### src/rtl/p6_alu_arbiter.sv
// Two-port round-robin arbiter that time-shares one external 16-bit ALU.
// Each requester gets a valid/ready op channel and a valid/ready response channel.
module p6_alu_arbiter #(
    parameter int unsigned WIDTH = 16
) (
    input  logic             clk,
    input  logic             rst_n,
    input  logic             req0_valid,
    output logic             req0_ready,
    input  logic [WIDTH-1:0] req0_a,
    input  logic [WIDTH-1:0] req0_b,
    input  logic [1:0]       req0_op,
    input  logic             req1_valid,
    output logic             req1_ready,
    input  logic [WIDTH-1:0] req1_a,
    input  logic [WIDTH-1:0] req1_b,
    input  logic [1:0]       req1_op,
    output logic             rsp0_valid,
    input  logic             rsp0_ready,
    output logic             rsp1_valid,
    input  logic             rsp1_ready,
    output logic [WIDTH-1:0] rsp_data,
    output logic             rsp_n,
    output logic             rsp_v,
    output logic             rsp_z,
    output logic [WIDTH-1:0] alu_ain,
    output logic [WIDTH-1:0] alu_bin,
    output logic [1:0]       alu_op,
    input  logic [WIDTH-1:0] alu_out,
    input  logic             alu_n,
    input  logic             alu_v,
    input  logic             alu_z,
    output logic [2:0]       status_nvz,
    output logic             busy
);

    typedef enum logic [1:0] {
        IDLE = 2'd0,
        EXEC = 2'd1,
        RESP = 2'd2
    } state_t;

    state_t           state_q;
    logic             prio_q;
    logic             owner_q;
    logic [WIDTH-1:0] a_q;
    logic [WIDTH-1:0] b_q;
    logic [1:0]       op_q;
    logic [WIDTH-1:0] data_q;
    logic [2:0]       flags_q;
    logic [2:0]       status_q;
    logic             rsp0_valid_q;
    logic             rsp1_valid_q;
    logic             busy_q;

    logic gnt_any;
    logic gnt_sel;
    logic rsp_fire;

    // Grant decision in IDLE: a lone valid wins, a tie goes to prio.
    always_comb begin
        gnt_any  = 1'b0;
        gnt_sel  = 1'b0;
        rsp_fire = 1'b0;
        if (state_q == IDLE) begin
            gnt_any = req0_valid | req1_valid;
            gnt_sel = (req0_valid && req1_valid) ? prio_q : req1_valid;
        end
        if (state_q == RESP) begin
            rsp_fire = owner_q ? rsp1_ready : rsp0_ready;
        end
    end

    always_comb begin
        req0_ready = gnt_any & ~gnt_sel;
        req1_ready = gnt_any &  gnt_sel;
    end

    always_ff @(posedge clk or negedge rst_n) begin
        if (!rst_n) begin
            state_q      <= IDLE;
            prio_q       <= 1'b0;
            owner_q      <= 1'b0;
            a_q          <= '0;
            b_q          <= '0;
            op_q         <= 2'b00;
            data_q       <= '0;
            flags_q      <= 3'b000;
            status_q     <= 3'b000;
            rsp0_valid_q <= 1'b0;
            rsp1_valid_q <= 1'b0;
            busy_q       <= 1'b0;
        end else begin
            case (state_q)
                IDLE: begin
                    if (gnt_any) begin
                        owner_q <= gnt_sel;
                        a_q     <= gnt_sel ? req1_a  : req0_a;
                        b_q     <= gnt_sel ? req1_b  : req0_b;
                        op_q    <= gnt_sel ? req1_op : req0_op;
                        busy_q  <= 1'b1;
                        state_q <= EXEC;
                    end
                end
                EXEC: begin
                    // Capture ALU outputs; hand the next tie to the other requester.
                    data_q       <= alu_out;
                    flags_q      <= {alu_n, alu_v, alu_z};
                    status_q     <= {alu_n, alu_v, alu_z};
                    prio_q       <= ~owner_q;
                    rsp0_valid_q <= ~owner_q;
                    rsp1_valid_q <= owner_q;
                    state_q      <= RESP;
                end
                RESP: begin
                    if (rsp_fire) begin
                        rsp0_valid_q <= 1'b0;
                        rsp1_valid_q <= 1'b0;
                        busy_q       <= 1'b0;
                        state_q      <= IDLE;
                    end
                end
                default: begin
                    state_q <= IDLE;
                end
            endcase
        end
    end

    assign alu_ain    = a_q;
    assign alu_bin    = b_q;
    assign alu_op     = op_q;
    assign rsp_data   = data_q;
    assign rsp_n      = flags_q[2];
    assign rsp_v      = flags_q[1];
    assign rsp_z      = flags_q[0];
    assign status_nvz = status_q;
    assign rsp0_valid = rsp0_valid_q;
    assign rsp1_valid = rsp1_valid_q;
    assign busy       = busy_q;

endmodule

### config.mk
export PLATFORM = sky130hd
export DESIGN_NAME = p6_alu_arbiter
export DESIGN_NICKNAME = d
export VERILOG_FILES = /design/src/rtl/p6_alu_arbiter.sv
export SDC_FILE = /design/constraint.sdc
export NUM_CORES = 1
export LEC_CHECK = 0
export CORE_MARGIN = 4
export CORE_UTILIZATION = 36
export DETAILED_ROUTE_END_ITERATION = 16
export GPL_TIMING_DRIVEN = 0
export HOLD_SLACK_MARGIN = 0.03
export PLACE_DENSITY = 0.77
export SYNTH_ARGS = -nofsm -noshare
export SYNTH_HDL_FRONTEND = slang
export SYNTH_SLANG_ARGS = --single-unit
### constraint.sdc
create_clock -name clk -period 1.5 [get_ports clk]
set_clock_uncertainty 0.15 [all_clocks]
set_input_delay 0.375 -clock clk [delete_from_list [all_inputs] [get_ports clk]]
set_output_delay 0.375 -clock clk [all_outputs]
set_load 0.01 [all_outputs]
==> impl_metrics.tcl <==
set metrics [dict create \
    drtPass1Iterations 5 \
    timing.final.crit_share_pct 129 \
    sw_frac_of_total_pct 36.3 \
    p_comb_share_pct 54.4 \
    clock_share_of_power_pct 16.3 \
    start_util_pct 37.9 \
    netlist.area_leader.share_pct 50.3 \
    dominant_combinational_cell_family_by_area_after_synthesis "simple AND/OR/NAND/NOR gates" \
    numCtsBuffers 9 \
    antenna_found_initial 0 \
    ys.warnings.count 0 \
    route.detailed.drc 0 \
    htree_num_levels 3 \
    post-dp-hpwl_mm 6.71 \
    via_per_inst 5.11 \
    synthXorXnorAreaFrac_pct 0 \
    clock_tree.buffer_depth 2 \
    hold_wc_path_type "register to register" \
    dr_total_vias 2901 \
    critPathSlowestCell "dfrtp_1" \
    worst_slack_ns -0.432 \
    synth_top_flop_cell "dfrtp_1" \
    syn2layout_area_growth_pct 70.8 \
    floorplan.rows 32 \
    setup.worst_path.start_class "register" \
    netlist-cell-type-count 21 \
    post_dp_cell_area_um2 4670 \
    track_usage_pct 19.1 \
    worstPathCellList "nor2_4 -> buf_6 -> nand3_4 -> buf_8 -> inv_6 -> nor2_4 -> buf_6" \
    die_height_um 99.1 \
    routability_congestion_estimate_from_global_placement 0.756 \
    drtIter0Drc 73 \
    worst_path_largest_cell_delay_ns 0.40 \
    floorplan.io_pins 154 \
    violations_in_the_final_reports "negative setup slack" \
    synth_top_cell_by_area "dfrtp_1" \
    multiplexer_share_of_the_synthesized_area_pct 0.377 \
    die-area_um2 9820 \
    layout.cell_area.non_filler_um2 5100 \
    overflow_left_after_global_routing 0 \
    vdd_drop_max_mv 0.889 \
    post-route-min-period_ns 1.93 \
    synth_seq_cells 60 \
    tritoncts "done" \
    drive_gt1_share_pct 29.4 \
    worstPathRequired_ns 0.97 \
    seq_power_share_pct 29.3 \
    dieWidth_um 99.1 \
    synth-compound-area-share_pct 12.8 \
    slew_headroom_pct 64.6 \
    drv_slew 0 \
    timing_hold_violations_final 0 \
    routedWlPerCell_um 17.0 \
    grt_pass1_wl_mm 15.0 \
    clkLatencyLatePin_ns 0.33 \
    synth_simple_gate_area_share_pct 28.6 \
    run_status "finished with violations" \
    yosys.cell_count.top_type "nand2_1" \
    timing.critical_path.arrival_ns 1.41 \
    synth.top_cells.by_count "nand2_1, dfrtp_1, a221o_1, and4_1, nor3b_1" \
    maximum_number_of_pins_on_one_net_before_global_route_repair 40 \
    synth_top_cells_by_area "dfrtp_1, a221o_1, and4_1" \
    antenna_left 0 \
    first_global_vias 2962 \
    post_synth_instance_area_um2 2990 \
    synthesis.nets 370 \
    setup_repair_after_global_routing_missed_its_margin "true" \
    tightestPinTransition_ns 0.531 \
    leakagePower_nw 2.33 \
    placeableCoreArea_um2 7890 \
    category_of_the_critical_setup_timing_path "register to output pin" \
    power.density_nw_per_um2 1960 \
    wl_mm 9.65 \
    synth-async-reset-ratio_pct 100 \
    synth_enable_flop_cells 0 \
    worst_setup_hold_path_clk_slew_ns 0.06 \
    setup_violations 36 \
    critical_path_peak_fanout 3 \
    max-cap-violations 0 \
    yosysSeqAreaShare_pct 50.3 \
    setup_total_negative_slack_ns -6.08 \
    net-switching-power_mw 3.63 \
    cp.buffers_inverters 4 \
    internal-power_mw 6.36 \
    worst_setup_path_end_kind "output pin" \
    synth_cells 277 \
    ctsRootBufferMaster "clkbuf_8" \
    total_design_power_mw 9.99 \
    final_nets 555 \
    clock_sinks 60 \
    placement.io_buffers 152 \
    synthAdderAreaFrac_pct 0 \
    synth_area_per_cell_um2 10.8 \
    antenna_cells 0 \
    path_delay_family "buffers and inverters" \
    max_clock_freq_mhz 518 \
]
## stage by stage
stage	worst slack [ns]	utilization (%)	hold slack [ns]	std cells
2_1_floorplan	-0.105	-	-0.0706	277
3_3_place_gp	-2.01	59.1	0.307	531
3_5_place_dp	-1.18	59.3	0.230	532
4_1_cts	-0.457	64.9	0.328	565
5_1_grt	-0.495	64.7	0.343	568
6_report	-0.432	64.7	0.322	568
## worst register-to-register path: stages (launching register included)
cell     delay (ns)
dfrtp_1        0.40
nor2_4         0.15
buf_6          0.12
nand3_4        0.08
buf_8          0.15
buf_6          0.11
buf_6          0.12
a221o_1        0.30
## final timing paths
kind | startpoint | to | slack, ns | cells after the start
max in group asynchronous | rst_n | state_q[1]$_DFFE_PN0P_ | 0.18 | 3
worst min register to register | rsp_data[12]$_DFFE_PN0P_ | rsp_data[12]$_DFFE_PN0P_ | 0.32 | 2
worst max-delay path | state_q[0]$_DFFE_PN0P_ | req0_ready | -0.43 | 7
worst max register to register | state_q[0]$_DFFE_PN0P_ | alu_ain[8]$_DFFE_PN0P_ | -0.20 | 7
worst min-delay path | rsp_data[12]$_DFFE_PN0P_ | rsp_data[12]$_DFFE_PN0P_ | 0.32 | 2
min in group asynchronous | rst_n | alu_ain[11]$_DFFE_PN0P_ | 0.42 | 2
## kinds of logic (layout without fill, tap and decap cells)
group / count (synthesis) / after routing
buf+inv: 36 / 225
flops: 60 / 60
simple gates: 139 / 139
compound gates: 41 / 41
mux: 1 / 1
## flip-flops by register name, indices dropped and copies added, names as in the netlist
| name | count |
|---|---|
| state_q | 2 |
| alu_ain | 16 |
| alu_bin | 16 |
| rsp1_valid | 1 |
| owner_q | 1 |
| rsp0_valid | 1 |
| busy | 1 |
| status_nvz | 3 |
| prio_q | 1 |
| rsp_data | 16 |
| alu_op | 2 |
## layout by cell type, fill, tap and decap left out, types with 3 or more instances in the layout
| cell type | Yosys | final |
|---|---|---|
| a221o_1 | 34 | 34 |
| buf_2 | 9 | 13 |
| buf_6 | 10 | 21 |
| clkbuf_2 | 0 | 37 |
| clkbuf_8 | 0 | 11 |
| clkbuf_1 | 10 | 4 |
| and4_1 | 34 | 34 |
| nand2_1 | 61 | 61 |
| clkbuf_16 | 0 | 3 |
| buf_4 | 4 | 14 |
| buf_8 | 0 | 6 |
| o21ai_0 | 4 | 4 |
| clkdlybuf4s15_1 | 0 | 14 |
| nor3b_2 | 0 | 15 |
| nor3b_1 | 34 | 19 |
| nor2_4 | 2 | 3 |
| clkdlybuf4s50_1 | 0 | 89 |
| dfrtp_1 | 60 | 59 |
## power by group through the flow
stage / combinational, mW / sequential (mW) / clock [mW]
2_1_floorplan: 2.32 / 3.26 / 0
3_3_place_gp: 5.06 / 2.94 / 0
3_5_place_dp: 5.18 / 2.96 / 0
4_1_cts: 5.38 / 2.93 / 1.67
5_1_grt: 5.90 / 3.03 / 1.74
6_report: 5.43 / 2.93 / 1.63
## what timing repair did
item,CTS,global route
pin swaps,2,12
gates cloned,1,5
setup buffers,17,4
resized for setup,171,80
hold endpoints to repair,21,0
endpoints found under the setup margin,98,100
hold buffers,1,0
## routing by layer
metal | global-route usage, % | up-vias | share of wire, %
met5 | 0 | - | 0
met4 | 4.94 | 0 | 0.60
met3 | 5.26 | 6 | 7.7
li1 | - | 1397 | -
met2 | 31.6 | 106 | 49
met1 | 24.7 | 1392 | 42
## cell type report
type                    count  area, um2
plain buffers              29        258
clock buffers              11        151
clock inverters             4       72.6
fillers                   672       2790
inverters                   3       16.3
multi-input cells         181       1350
flip-flops and latches     60       1500
well taps                 102        128
repair buffers            178       1630
Note: power is estimated with default switching activity, not from simulation.
